[src/rtl/bram_stream_writer.sv]
// Stream-to-BRAM loader: packs pairs of stream samples into one word and writes
// them sequentially into the node, weight or bias bank selected at start.
module bram_stream_writer #(
    parameter int CNT_BIT       = 31,
    parameter int DWIDTH        = 32,
    parameter int AWIDTH        = 12,
    parameter int MEM_SIZE      = 4096,
    parameter int IN_DATA_WIDTH = 16
) (
    input  logic                     clk,
    input  logic                     reset,
    input  logic                     i_run,
    input  logic [CNT_BIT-1:0]       i_num_cnt,
    input  logic [1:0]               i_bank_sel,
    output logic                     o_idle,
    output logic                     o_write,
    output logic                     o_done,
    input  logic                     s_valid,
    output logic                     s_ready,
    input  logic [IN_DATA_WIDTH-1:0] s_data,
    output logic [AWIDTH-1:0]        addr_b0,
    output logic                     ce_b0,
    output logic                     we_b0,
    output logic [DWIDTH-1:0]        d_b0,
    output logic [AWIDTH-1:0]        addr_b1,
    output logic                     ce_b1,
    output logic                     we_b1,
    output logic [DWIDTH-1:0]        d_b1,
    output logic [AWIDTH-1:0]        addr_b2,
    output logic                     ce_b2,
    output logic                     we_b2,
    output logic [DWIDTH-1:0]        d_b2
);

    // A word must hold exactly two samples and the bank must fit the address space.
    if (DWIDTH != 2 * IN_DATA_WIDTH || MEM_SIZE > (1 << AWIDTH)) begin : g_param_check
        $error("bram_stream_writer: inconsistent parameters");
    end

    typedef enum logic [1:0] {
        S_IDLE,
        S_RUN,
        S_DONE
    } state_t;

    localparam logic [CNT_BIT-1:0] ONE = CNT_BIT'(1);

    state_t                   r_state;
    state_t                   w_next;
    logic [CNT_BIT-1:0]       r_num_cnt;
    logic [CNT_BIT-1:0]       r_word_idx;
    logic [1:0]               r_bank;
    logic                     r_half_valid;
    logic [IN_DATA_WIDTH-1:0] r_half;
    logic [AWIDTH-1:0]        r_addr [3];
    logic                     r_ce   [3];
    logic [DWIDTH-1:0]        r_d    [3];

    logic w_accept;
    logic w_word_done;
    logic w_last;

    assign w_accept    = (r_state == S_RUN) && s_valid;
    assign w_word_done = w_accept && r_half_valid;
    assign w_last      = w_word_done && (r_word_idx == r_num_cnt - ONE);

    always_ff @(posedge clk or posedge reset) begin
        if (reset) r_state <= S_IDLE;
        else       r_state <= w_next;
    end

    always_comb begin
        w_next = r_state;
        case (r_state)
            S_IDLE:  if (i_run) w_next = (i_num_cnt == '0) ? S_DONE : S_RUN;
            S_RUN:   if (w_last) w_next = S_DONE;
            S_DONE:  w_next = S_IDLE;
            default: w_next = S_IDLE;
        endcase
    end

    always_comb begin
        o_idle  = (r_state == S_IDLE);
        o_write = (r_state == S_RUN);
        o_done  = (r_state == S_DONE);
        s_ready = (r_state == S_RUN);
    end

    // ce/we pulse for one cycle per packed word; addr/d hold their last value otherwise.
    always_ff @(posedge clk or posedge reset) begin
        if (reset) begin
            r_num_cnt    <= '0;
            r_word_idx   <= '0;
            r_bank       <= '0;
            r_half_valid <= 1'b0;
            r_half       <= '0;
            for (int b = 0; b < 3; b++) begin
                r_addr[b] <= '0;
                r_ce[b]   <= 1'b0;
                r_d[b]    <= '0;
            end
        end else begin
            for (int b = 0; b < 3; b++) r_ce[b] <= 1'b0;
            if (r_state == S_IDLE && i_run) begin
                r_num_cnt    <= i_num_cnt;
                r_bank       <= i_bank_sel;
                r_word_idx   <= '0;
                r_half_valid <= 1'b0;
            end
            if (w_accept) begin
                if (!r_half_valid) begin
                    r_half       <= s_data;
                    r_half_valid <= 1'b1;
                end else begin
                    r_half_valid <= 1'b0;
                    r_word_idx   <= r_word_idx + ONE;
                    for (int b = 0; b < 3; b++) begin
                        if (r_bank == 2'(b)) begin
                            r_ce[b]   <= 1'b1;
                            r_addr[b] <= r_word_idx[AWIDTH-1:0];
                            r_d[b]    <= {r_half, s_data};
                        end
                    end
                end
            end
        end
    end

    assign addr_b0 = r_addr[0];
    assign ce_b0   = r_ce[0];
    assign we_b0   = r_ce[0];
    assign d_b0    = r_d[0];
    assign addr_b1 = r_addr[1];
    assign ce_b1   = r_ce[1];
    assign we_b1   = r_ce[1];
    assign d_b1    = r_d[1];
    assign addr_b2 = r_addr[2];
    assign ce_b2   = r_ce[2];
    assign we_b2   = r_ce[2];
    assign d_b2    = r_d[2];

endmodule
[config.mk]
export PLATFORM = sky130hd
export DESIGN_NAME = bram_stream_writer
export DESIGN_NICKNAME = d
export VERILOG_FILES = /design/src/rtl/bram_stream_writer.sv
export SDC_FILE = /design/constraint.sdc
export NUM_CORES = 1
export LEC_CHECK = 0
export BUFFER_PORTS_ARGS = -buffer_cell sky130_fd_sc_hd__buf_4
export CAP_MARGIN = 20
export CELL_PAD_IN_SITES_DETAIL_PLACEMENT = 1
export CELL_PAD_IN_SITES_GLOBAL_PLACEMENT = 1
export CORE_MARGIN = 2
export CORE_UTILIZATION = 40
export DETAILED_ROUTE_END_ITERATION = 10
export GPL_ROUTABILITY_DRIVEN = 0
export PLACE_DENSITY = 0.82
export SETUP_SLACK_MARGIN = 0.1
export SLEW_MARGIN = 10
export SYNTH_ARGS = -nofsm -noshare
export SYNTH_HDL_FRONTEND = slang
export SYNTH_SLANG_ARGS = --single-unit
export TNS_END_PERCENT = 20
[constraint.sdc]
create_clock -name clk -period 9.4 [get_ports clk]
set_clock_uncertainty 0.05 [all_clocks]
set_input_delay 0.94 -clock clk [delete_from_list [all_inputs] [get_ports clk]]
set_output_delay 0.94 -clock clk [all_outputs]
set_load 0.1 [all_outputs]
Word level (Yosys, flattened, before mapping)
Cells that the tools add are included.
- register bits after elaboration: 218
- latch bits: 0
- memory bits (writable): 0
- bits in read-only memories: 0
- input port bits: 53
- output and inout port bits: 142
- logic and storage cells: 53
- memories: 0
- add/subtract/negate cells: 2
- multiply operators: 0
- div/mod/pow operators: 0
- order comparisons: 0
- eq/ne operators: 7
- shift-type cells: 0
- multiplexer cells: 15
- bitwise logic cells: 1
- reduce and logical (&&, ||, !) cells: 13
- operators by type and width (operator ; count):
    $mux W31 ; 3
    $add A31 B1 Y31 const B ; 1
    $eq A31 B31 Y1 ; 1
    $logic_not A31 Y1 ; 1
    $sub A31 B1 Y31 const B ; 1
    $reduce_and A3 Y1 ; 3
    $mux W1 ; 6
    $mux W2 ; 3
    $mux W3 ; 2
    $eq A2 B1 Y1 const B ; 2
    $eq A2 B2 Y1 const B ; 2
    $logic_and A1 B1 Y1 ; 4
    $logic_not A2 Y1 ; 2
    $pmux W2 S2 ; 1
    $reduce_and A2 Y1 ; 2
    $ne A2 B1 Y1 const B ; 1
    $ne A2 B2 Y1 const B ; 1
    $reduce_bool A2 Y1 ; 1
    $not A1 Y1 ; 1

Logic depth before layout (Yosys ltp)
Gate-level depths: netlist of run 1.
- word-level depth: 6
- gate-level depth with buffers: 10
- gate-level depth less buffers: 9

Worst setup path before layout of run 1
OpenSTA, ideal clock, no wires.
- kind: flip-flop to flip-flop
- start point: register r_state[1]
- end point: register r_addr (netlist bit addr_b2[10])
- library setup time: 125 ps
- arrival: 3633 ps
- required time: 9225 ps
- path slack: 5592 ps
- stages on the path, launching flop included: 7
- path buffers: 2
- clock period less this slack: 3808 ps
- path through: dfrtp_1 nor2b_1 nand3_1 nor3b_1 clkbuf_1 buf_1 mux2_2
- cells in the longest elaborated chain, start to end: 3
- ends and longest elaborated chain (element ; RTL line ; source):
    from (decl) ; 48 ; state_t r_state;
    from (signal assigned) ; 69 ; else r_state <= w_next;
    $eq A2 B1 Y1 ; - ;
    named net o_write ; 16 ; output logic o_write,
    $logic_and A1 B1 Y1 ; 63 ; assign w_accept = (r_state == S_RUN) && s_valid;
    $reduce_and A3 Y1 (no line) ; - ;
    to (signal, indexed assignment) ; 120 ; r_addr[b] <= r_word_idx[AWIDTH-1:0];
    to (decl) ; 55 ; logic [AWIDTH-1:0] r_addr [3];
The timed path passes the listed nets, and every way through them passes these cells.
A chain may end at the register's enable or synchronous reset.

Worst setup path in the final report of run 1
- start point: register r_num_cnt[0]
- end point: register r_state[0]
- cells in the longest elaborated chain, start to end: 5
- ends and longest elaborated chain (element ; RTL line ; source):
    from (decl) ; 50 ; logic [CNT_BIT-1:0] r_num_cnt;
    from (signal assigned) ; 105 ; r_num_cnt <= i_num_cnt;
    $sub A31 B1 Y31 ; 65 ; assign w_last = w_word_done && (r_word_idx == r_num_cnt - ONE);
    $eq A31 B31 Y1 ; 65 ;
    $logic_and A1 B1 Y1 ; 65 ;
    $ne A2 B1 Y1 (no line) ; - ;
    $reduce_and A2 Y1 (no line) ; - ;
Every way passes these cells.

==> flow_metrics.env, run 1 <==
export IMPL_routed_wl_mm=27.06
export IMPL_grt_max_degree=140
export IMPL_htreeDepth=1
export IMPL_clock_sinks=218
export IMPL_finalCritPeriodShare=0.3111
export IMPL_dp_slack_ps=6406
export IMPL_synth_avg_cell_area_um2=11.86
export IMPL_path_buf_inv=1
export IMPL_r2r_end="r_state[0]"
export IMPL_vias=7106
export IMPL_nFillCells=2564
export IMPL_rsz0062_at_grt="false"
export IMPL_diodes=0
export IMPL_clkLatencyLatePin_ps=550
export IMPL_timing_rr_start="r_num_cnt[0]"
export IMPL_die_h_um=159.8
export IMPL_fmax_ghz=0.3419
export IMPL_ys_ff_latch=218
export IMPL_status="completed"
export IMPL_path_cells="inv_1 > ha_1 > nor2b_1 > nand4_4 > or4b_1 > mux2i_1 > a22oi_1 > a211o_1 > o22a_1"
export IMPL_worst_slew_pin_slew_ps=1039
export IMPL_yosys_area_top_type="dfrtp_1"
export IMPL_drive_gt1_frac=0.3972
export IMPL_end_kind="register"
export IMPL_async_flop_share=1.000
export IMPL_cts_root_buffer="clkbuf_16"
export IMPL_synth_top_area_frac=0.5616
export IMPL_layout_nets=1054
export IMPL_dr_pass1_iters=4
export IMPL_multiInputGateArea_mm2=0.004049
export IMPL_placed_area_mm2=0.01144
export IMPL_drtIter0Drc=263
export IMPL_core_mm2=0.02411
export IMPL_cp_max_fo=11
export IMPL_antenna_left=0
export IMPL_clockBufferDepth=3
export IMPL_hp_start="addr_b1[3]"
export IMPL_arrival_ps=3290
export IMPL_synth_area_mm2=0.009713
export IMPL_max_cap_viol_count=0
export IMPL_cts_resized_gates=0
export IMPL_io_pins=195
export IMPL_grt_first_pass_wirelength_mm=43.76
export IMPL_setup_viol=0
export IMPL_antenna_found_initial=0
export IMPL_area_delta_synth_final_pct=27.57
export IMPL_grt_usage=0.2135
export IMPL_cp_slowest_cell="or4b_1"
export IMPL_ys_warn_count=0
export IMPL_fp_dieW_um=159.8
export IMPL_postLayoutCoreUtil=0.5140
export IMPL_slew_viol_final=0
export IMPL_wl_per_cell_um=20.18
export IMPL_crit_family="simple AND/OR/NAND/NOR gates"
export IMPL_initial_utilization=0.4029
export IMPL_seqCellArea_mm2=0.005455
export IMPL_cts_hold_buf=0
export IMPL_yosys_top_cells_area="dfrtp_1 56%, mux2_2 17%, nand2_1 5.0%, xnor2_1 2.6%, clkbuf_1 1.3%"
export IMPL_critPathMaxStageDelay_ps=560
export IMPL_r2r_cells=9
export IMPL_r2r_slack_ps=6480
export IMPL_setup_tns_ps=0
export IMPL_synth_flop_cell="dfrtp_1"
export IMPL_setup_ws_ps=6475
export IMPL_cts_tree="yes"
export IMPL_cts_buffers=26
export IMPL_die_area_mm2=0.02555
export IMPL_synth_distinct_cells=62
export IMPL_overflow=0
export IMPL_start_kind="register"
export IMPL_vias_per_cell=5.299
export IMPL_syn_nets=874
export IMPL_stdcell_area_mm2=0.01239
export IMPL_syn_instance_count=819
export IMPL_min_period_ps=2925
export IMPL_numPortBuffers=194
export IMPL_yosysSeqAreaShare=0.5616
export IMPL_hold_class="reg -> reg"
export IMPL_timing_slew_headroom=0.3069
export IMPL_synth_edff_count=0
export IMPL_path_class="reg -> reg"
export IMPL_postCtsSetupRepairBufs=0
export IMPL_hold_viol=0
export IMPL_cts_clk_slew_worst_paths_ps=60
export IMPL_whs_path_depth=1
export IMPL_dpl_hpwl_mm=18.92
export IMPL_rows=57
export IMPL_drc=0
export IMPL_worstHoldEndpoint="addr_b1[3]"
export IMPL_crit_required_ps=9770
export IMPL_grt_pass1_vias=7757
-- through the flow --
step                cells  hold slack [ps]
CTS                  1340            461.2
global route         1341            477.7
detailed placement   1294            447.1
finish               1341            455.9
floorplan             819            428.6
global placement     1294            440.7
-- worst max-delay path by stage --
stage                     slack [ps]          from  cells after the start        endpoint
after global placement          6470         reset                      3  r_word_idx[26]
final                           6480  r_num_cnt[0]                      9      r_state[0]
after CTS                       6480    r_state[0]                      5      addr_b2[5]
after global routing            6370  r_num_cnt[0]                      9      r_state[0]
after detailed placement        6410       s_valid                      8  r_word_idx[27]
after floorplan                 2450         reset                      1      addr_b0[0]
-- per-layer routing --
metal | part of all wire | vias up | GRT usage
met3 | 0.088 | 37 | 0.07558
met2 | 0.49 | 198 | 0.3634
li1 | - | 3249 | -
met5 | 0 | - | 0
met4 | 0.017 | 0 | 0.04464
met1 | 0.40 | 3622 | 0.2634
-- layout by cell type, fill, tap and decap left out, drive strengths merged, types with 4 or more instances in the layout --
cell type / Yosys / layout
nor4: 18 / 18
nand4: 15 / 15
xor2: 14 / 14
o211ai: 12 / 12
or4: 5 / 5
nor2b: 5 / 5
clkbuf: 34 / 36
inv: 6 / 7
and3: 4 / 4
nor2: 32 / 32
o31ai: 9 / 9
mux2i: 9 / 9
nor3: 20 / 20
nand2: 129 / 129
xnor2: 29 / 29
dfrtp: 218 / 218
buf: 15 / 201
bufinv: 0 / 4
nand3: 24 / 24
mux2: 148 / 148
nor3b: 4 / 4
o21ai: 21 / 21
-- synthesized netlist by cell type, drive strengths merged (5+ instances only) --
master and count:
xor2 14, o211ai 12, nor2b 5, nand3 24
or4 5, mux2 148, nor4 18, nand4 15
xnor2 29, clkbuf 34, nor2 32, o21ai 21
mux2i 9, o31ai 9, dfrtp 218, nand2 129
inv 6, nor3 20, buf 15
-- flip-flops by register name (all words and copies together), names as in the netlist, 2 cells and up --
| name | cells |
|---|---|
| d_b0 | 32 |
| d_b1 | 32 |
| d_b2 | 32 |
| r_num_cnt | 31 |
| r_word_idx | 31 |
| r_half | 16 |
| addr_b0 | 12 |
| addr_b1 | 12 |
| addr_b2 | 12 |
| r_bank | 2 |
| r_state | 2 |
-- layout make-up --
cell class,instances,share of cell area
clock inverters,10,0.01484
clock buffers,36,0.05958
well taps,324,0.03272
repair buffers,201,0.1234
multi-input cells,546,0.3268
inverters,6,0.002424
flip-flops and latches,218,0.4403
-- cell families (layout without fill, tap and decap cells) --
group / count (synthesis) / after routing / synth area share
xor gates and xnor gates: 43 / 43 / 0.03877
muxes: 157 / 157 / 0.1809
buffers and inverters: 55 / 253 / 0.02344
DFF: 218 / 218 / 0.5616
and+or+nand+nor: 279 / 279 / 0.1470
adders and majority gates: 2 / 2 / 0.002576
AOI/OAI and AO/OA: 65 / 65 / 0.04573
Power of run 1 is not shown: default switching activity piles up to over one toggle a cycle in this logic, so the estimate is an artifact.
==> run 2, diff against run 1 <==
--- a/config.mk
+++ b/config.mk
@@ -5,6 +5,7 @@
 export SDC_FILE = /design/constraint.sdc
 export NUM_CORES = 1
 export LEC_CHECK = 0
+export ABC_AREA = 1
 export BUFFER_PORTS_ARGS = -buffer_cell sky130_fd_sc_hd__buf_4
 export CAP_MARGIN = 20
 export CELL_PAD_IN_SITES_DETAIL_PLACEMENT = 1
@@ -13,7 +14,7 @@
 export CORE_UTILIZATION = 40
 export DETAILED_ROUTE_END_ITERATION = 10
 export GPL_ROUTABILITY_DRIVEN = 0
-export PLACE_DENSITY = 0.82
+export PLACE_DENSITY = 0.86
 export SETUP_SLACK_MARGIN = 0.1
 export SLEW_MARGIN = 10
 export SYNTH_ARGS = -nofsm -noshare
==> constraint.sdc (replaced) <==
create_clock -name clk -period 2.82 [get_ports clk]
set_clock_uncertainty 0.05 [all_clocks]
set_input_delay 0.282 -clock clk [delete_from_list [all_inputs] [get_ports clk]]
set_output_delay 0.282 -clock clk [all_outputs]
set_load 0.1 [all_outputs]
==> run 2 against run 1 <==
Against the previous run: highest routed layer unchanged; synthesized cell count up 44%; critical endpoint unchanged; setup slack worse by 6100 ps; first-iteration DRC count up 80%; hold slack worse by 440 ps; cell count up 30%.
==> flow_metrics.env, run 2 <==
export IMPL_dr_pass1_iters=5
export IMPL_p_leak_nw=6.442
export IMPL_stdcell_area_mm2=0.01299
export IMPL_area_delta_synth_final_pct=29.27
export IMPL_synth_area_mm2=0.01005
export IMPL_routed_wl_mm=32.98
export IMPL_clkLatencyLatePin_ps=530
export IMPL_powerDensity_mw_per_mm2=1338
export IMPL_synth_edff_count=0
export IMPL_setup_tns_ps=0
export IMPL_yosysSeqAreaShare=0.5428
export IMPL_postCtsSetupRepairBufs=0
export IMPL_grt_max_degree=90
export IMPL_setup_viol=0
export IMPL_async_flop_share=1.000
export IMPL_syn_instance_count=1183
export IMPL_die_h_um=162.5
export IMPL_timing_slew_headroom=0.4230
export IMPL_nFillCells=2921
export IMPL_synth_top_area_frac=0.5428
export IMPL_cts_tree="yes"
export IMPL_postLayoutCoreUtil=0.5220
export IMPL_cp_slowest_cell="dfrtp_1"
export IMPL_rows=58
export IMPL_hold_viol=0
export IMPL_end_kind="register"
export IMPL_clockBufferDepth=3
export IMPL_final_common_cell="nand2_1"
export IMPL_cts_clk_slew_worst_paths_ps=60
export IMPL_ys_top_cells_by_count="318 x nand2_1, 218 x dfrtp_1, 202 x o21ai_0, 125 x inv_1, 70 x nor2_1"
export IMPL_vias_per_cell=5.187
export IMPL_arrival_ps=2840
export IMPL_holdWs_ps=15.55
export IMPL_cp_max_fo=3
export IMPL_rsz0062_at_grt="false"
export IMPL_yosys_top_cells_area="dfrtp_1 54%, nand2_1 12%, o21ai_0 10%, inv_1 4.7%, nor2_1 2.6%"
export IMPL_antenna_left=0
export IMPL_synth_most_common_cell="nand2_1"
export IMPL_die_area_mm2=0.02641
export IMPL_antenna_found_initial=0
export IMPL_cts_buffers=24
export IMPL_htreeDepth=1
export IMPL_drc=0
export IMPL_drtIter0Drc=473
export IMPL_finalCritPeriodShare=0.8844
export IMPL_grt_pass1_vias=9582
export IMPL_synth_distinct_cells=49
export IMPL_start_kind="register"
export IMPL_yosys_area_top_type="dfrtp_1"
export IMPL_cts_root_buffer="clkbuf_16"
export IMPL_grt_usage=0.2511
export IMPL_slew_viol_final=0
export IMPL_overflow=0
export IMPL_grt_first_pass_wirelength_mm=52.51
export IMPL_max_cap_viol_count=0
export IMPL_clock_sinks=218
export IMPL_fp_dieW_um=162.5
export IMPL_min_period_ps=2494
export IMPL_ys_warn_count=0
export IMPL_hold_class="in -> reg"
export IMPL_vias=9052
export IMPL_placed_area_mm2=0.01182
export IMPL_syn_nets=1238
export IMPL_fmax_ghz=0.4010
export IMPL_layout_common_cells="318 x nand2_1, 218 x dfrtp_1, 204 x buf_4"
export IMPL_path_class="reg -> reg"
export IMPL_path_cells="inv_1 > ha_1 > xor2_1 > nand3_1 > nor2_2 > nand3_1 > nor2_1 > nand3_1 > nor2_1 > nand2_1 > nor2_2 > nand2_2 > nand2_1 > nand2_1"
export IMPL_status="completed"
export IMPL_numPortBuffers=194
export IMPL_initial_utilization=0.4038
export IMPL_critPathMaxStageDelay_ps=450
export IMPL_synth_avg_cell_area_um2=8.496
export IMPL_synth_flop_cell="dfrtp_1"
export IMPL_ys_ff_latch=218
export IMPL_dpl_hpwl_mm=23.00
export IMPL_crit_required_ps=3170
export IMPL_io_pins=195
export IMPL_irDropWorstVdd_mv=0.9090
export IMPL_wl_per_cell_um=18.90
export IMPL_worst_slew_pin_slew_ps=865.5
export IMPL_core_mm2=0.02489
export IMPL_layout_nets=1455
export IMPL_diodes=0
export IMPL_drive_gt1_frac=0.2205
==> run 2: logic make-up after synthesis <==
family	after synthesis	share of synthesized area
buffers and inverters	181	0.07096
XOR/XNOR	27	0.02627
adder cells (fa/ha/maj)	2	0.002489
flip-flops	218	0.5428
AND/OR/NAND/NOR	518	0.2338
multiplexers	2	0.001992
AO/OA/AOI/OAI	235	0.1218
==> run 2: worst paths after layout <==
| check | slack (ps) | cells past startpoint | to | start |
|---|---|---|---|---|
| setup / recovery | 330 | 14 | r_state[0] | r_num_cnt[0] |
| hold / removal | 20 | 3 | r_state[1] | i_run |
| setup reg to reg | 330 | 14 | r_state[0] | r_num_cnt[0] |
| hold reg to reg | 430 | 2 | d_b0[5] | d_b0[5] |
| max in group asynchronous | 1610 | 4 | r_half[14] | reset |
| min in group asynchronous | 280 | 3 | r_num_cnt[3] | reset |
==> run 2: through the flow <==
step           total power [W]  setup slack [ps]  instances
5_1_grt                0.01817             139.7       1745
4_1_cts                0.01744             326.9       1744
2_1_floorplan          0.01183            -352.1       1183
6_report               0.01738             326.0       1745
3_5_place_dp           0.01404             464.4       1670
3_3_place_gp           0.01377             491.7       1670
==> run 2: layer usage <==
layer / share of wire / routed length [µm] / GRT usage
met2: 0.51 / 16690 / 0.4451
met4: 0.033 / 1092 / 0.08528
met5: 0 / 0 / 0
met3: 0.048 / 1595 / 0.03438
met1: 0.41 / 13600 / 0.3165
==> run 2: critical path, delay by kind of cell (launching register included) <==
kind | cells | cell delay (ps)
adder cells (fa/ha/maj) | 1 | 390
XOR/XNOR | 1 | 180
buffers and inverters | 1 | 160
flip-flops | 1 | 450
AND/OR/NAND/NOR | 11 | 1100
==> run 2: power breakdown <==
group / leakage, nW / internal [W] / total [W] / switching (W)
combinational: 3.16 / 0.00186 / 0.00911 / 0.00725
sequential: 2.88 / 0.00413 / 0.00502 / 0.000891
clock: 0.400 / 0.00198 / 0.00325 / 0.00128
==> run 2: layout make-up <==
cell class              instances  area, µm²  area share
multi-input cells             784       3897      0.3000
well taps                     330      412.9     0.03178
clock inverters                 6      130.1     0.01002
repair buffers                239       1902      0.1464
clock buffers                  35      691.9     0.05325
inverters                     133      503.0     0.03871
flip-flops and latches        218       5455      0.4199
==> run 2: repair_timing <==
action,CTS,global route
hold endpoints to repair,47,0
endpoints found under the setup margin,0,1
hold buffers,33,0
gates resized for setup,0,1
Power figures use the tool's default switching activity.
==> run 3, diff against run 2 <==
--- a/config.mk
+++ b/config.mk
@@ -12,6 +12,7 @@
 export CELL_PAD_IN_SITES_GLOBAL_PLACEMENT = 1
 export CORE_MARGIN = 2
 export CORE_UTILIZATION = 40
+export CTS_BUF_LIST = sky130_fd_sc_hd__clkbuf_16
 export DETAILED_ROUTE_END_ITERATION = 10
 export GPL_ROUTABILITY_DRIVEN = 0
 export PLACE_DENSITY = 0.86
==> run 3 against run 2 <==
Against the previous run: hold slack got worse by 15 ps; register-to-register slack improved by 40 ps; utilization decreased by 0.20 points; sequential cell count unchanged; first-iteration DRC count decreased by 7.0%; clock-buffer cell count decreased by 11; power decreased by 0.92%; critical path depth unchanged; die area unchanged; wire length decreased by 0.15%; cell count about the same.
==> flow_metrics.env, run 3 (same netlist as run 2, synthesis figures left out) <==
export IMPL_htreeDepth=1
export IMPL_intPower_w=0.007800
export IMPL_drc=0
export IMPL_fmax_ghz=0.4074
export IMPL_wl_met1_mm=13.79
export IMPL_numPortBuffers=194
export IMPL_dr_wl_met2_mm=16.34
export IMPL_crit_family="simple AND/OR/NAND/NOR gates"
export IMPL_cts_buffers=24
export IMPL_power_switching_w=0.009420
export IMPL_finalCritPeriodShare=0.8704
export IMPL_nFillCells=2938
export IMPL_initial_utilization=0.4038
export IMPL_critPathMaxStageDelay_ps=420
export IMPL_antenna_left=0
export IMPL_drtIter0Drc=440
export IMPL_die_area_mm2=0.02641
export IMPL_vias=9065
export IMPL_pwr_share_clk=0.180
export IMPL_hp_start="i_num_cnt[7]"
export IMPL_io_pins=195
export IMPL_powerDensity_mw_per_mm2=1331
export IMPL_slew_viol_final=0
export IMPL_cts_tree="yes"
export IMPL_p_leak_nw=6.439
export IMPL_route_met3_wl_mm=1.537
export IMPL_rows=58
export IMPL_r2r_cells=14
export IMPL_grt_max_degree=90
export IMPL_p_seq_frac=0.291
export IMPL_start_kind="register"
export IMPL_place_inst=1670
export IMPL_worst_slew_pin_slew_ps=861.0
export IMPL_final_common_cell="nand2_1"
export IMPL_routed_wl_mm=32.93
export IMPL_path_class="reg -> reg"
export IMPL_whs_path_depth=3
export IMPL_cts_resized_gates=0
export IMPL_area_delta_synth_final_pct=28.77
export IMPL_status="completed"
export IMPL_layout_common_cells="318 x nand2_1, 218 x dfrtp_1, 204 x buf_4"
export IMPL_rsz0062_at_grt="false"
export IMPL_grt_first_pass_wirelength_mm=52.04
export IMPL_r2r_end="r_state[0]"
export IMPL_path_buf_inv=1
export IMPL_clkLatencyLatePin_ps=540
export IMPL_overflow=0
export IMPL_dpl_hpwl_mm=23.00
export IMPL_vias_per_cell=5.192
export IMPL_fin_total_pwr_w=0.01722
export IMPL_fin_cells=1746
export IMPL_setup_viol=0
export IMPL_min_period_ps=2454
export IMPL_cp_max_fo=3
export IMPL_worstHoldEndpoint="r_num_cnt[7]"
export IMPL_cp_slowest_cell="dfrtp_1"
export IMPL_routed_top_layer="met4"
export IMPL_cts_clk_slew_worst_paths_ps=60
export IMPL_dr_pass1_iters=4
export IMPL_hold_class="in -> reg"
export IMPL_power_frac_comb=0.529
export IMPL_core_mm2=0.02489
export IMPL_fp_dieW_um=162.5
export IMPL_max_cap_viol_count=0
export IMPL_path_cells="inv_1 > ha_1 > xor2_1 > nand3_1 > nor2_1 > nand3_1 > nor2_1 > nand3_1 > nor2_1 > nand2_1 > nor2_2 > nand2_2 > nand2_1 > nand2_1"
export IMPL_layout_nets=1455
export IMPL_hold_viol=0
export IMPL_cts_root_buffer="clkbuf_16"
export IMPL_timing_rr_start="r_num_cnt[0]"
export IMPL_postCtsSetupRepairBufs=0
export IMPL_clock_sinks=218
export IMPL_grt_pass1_vias=9531
export IMPL_drive_gt1_frac=0.2163
export IMPL_postLayoutCoreUtil=0.5200
export IMPL_irDropWorstVdd_mv=0.9097
export IMPL_switching_share=0.5470
export IMPL_die_h_um=162.5
export IMPL_r2r_slack_ps=370
export IMPL_grt_usage=0.2492
export IMPL_clockBufferDepth=3
export IMPL_arrival_ps=2800
export IMPL_timing_slew_headroom=0.4260
export IMPL_crit_required_ps=3170
export IMPL_cts_hold_buf=33
export IMPL_antenna_found_initial=1
export IMPL_wl_per_cell_um=18.86
export IMPL_end_kind="register"
[run 3: power by group through the flow]
stage | Sequential, W | Clock (W) | Combinational (W)
CTS | 0.00500 | 0.00315 | 0.00913
detailed placement | 0.00502 | 0 | 0.00902
global route | 0.00512 | 0.00328 | 0.00960
finish | 0.00501 | 0.00310 | 0.00910
floorplan | 0.00934 | 0 | 0.00249
global placement | 0.00497 | 0 | 0.00880
[run 3: routing by layer]
layer	track usage	up-vias
li1	-	4221
met1	0.3166	4515
met2	0.4321	253
met3	0.03412	76
met4	0.09815	0
met5	0	-
[run 3: worst max path at each step]
stage                      start              to  slack (ps)  cells past startpoint
CTS                 r_num_cnt[0]      r_state[0]         360                     14
global route          r_state[1]  r_word_idx[16]         150                     11
finish              r_num_cnt[0]      r_state[0]         370                     14
global placement    r_num_cnt[0]      r_state[0]         490                     14
detailed placement    r_state[1]  r_word_idx[16]         460                     11
floorplan                  reset      addr_b0[0]        -350                      1
[run 3: worst min-delay path, stage by stage]
cell and delay (ps):
buf_4 120, inv_1 40, o21ai_0 90
[run 3: layout make-up]
class                      count  area, µm²  share of cell area
antenna                        1      2.502           0.0001933
clock buffer                  24      600.6             0.04640
clock inverter                17      171.4             0.01324
inverter                     133      503.0             0.03886
multi-input combinational    784       3895              0.3009
sequential                   218       5455              0.4215
tap                          330      412.9             0.03190
timing repair buffer         239       1902              0.1469
[run 3: metrics by stage]
step | hold slack [ps] | instance area (µm²) | TNS (ps) | worst slack [ps]
after floorplan | 341.6 | 10050 | -76760 | -352.1
after global placement | 276.8 | 11820 | 0 | 491.7
after detailed placement | 275.7 | 11820 | 0 | 464.4
after CTS | 5.317 | 12920 | 0 | 364.0
after global routing | 23.08 | 12940 | 0 | 148.9
final | 0.07244 | 12940 | 0 | 365.6
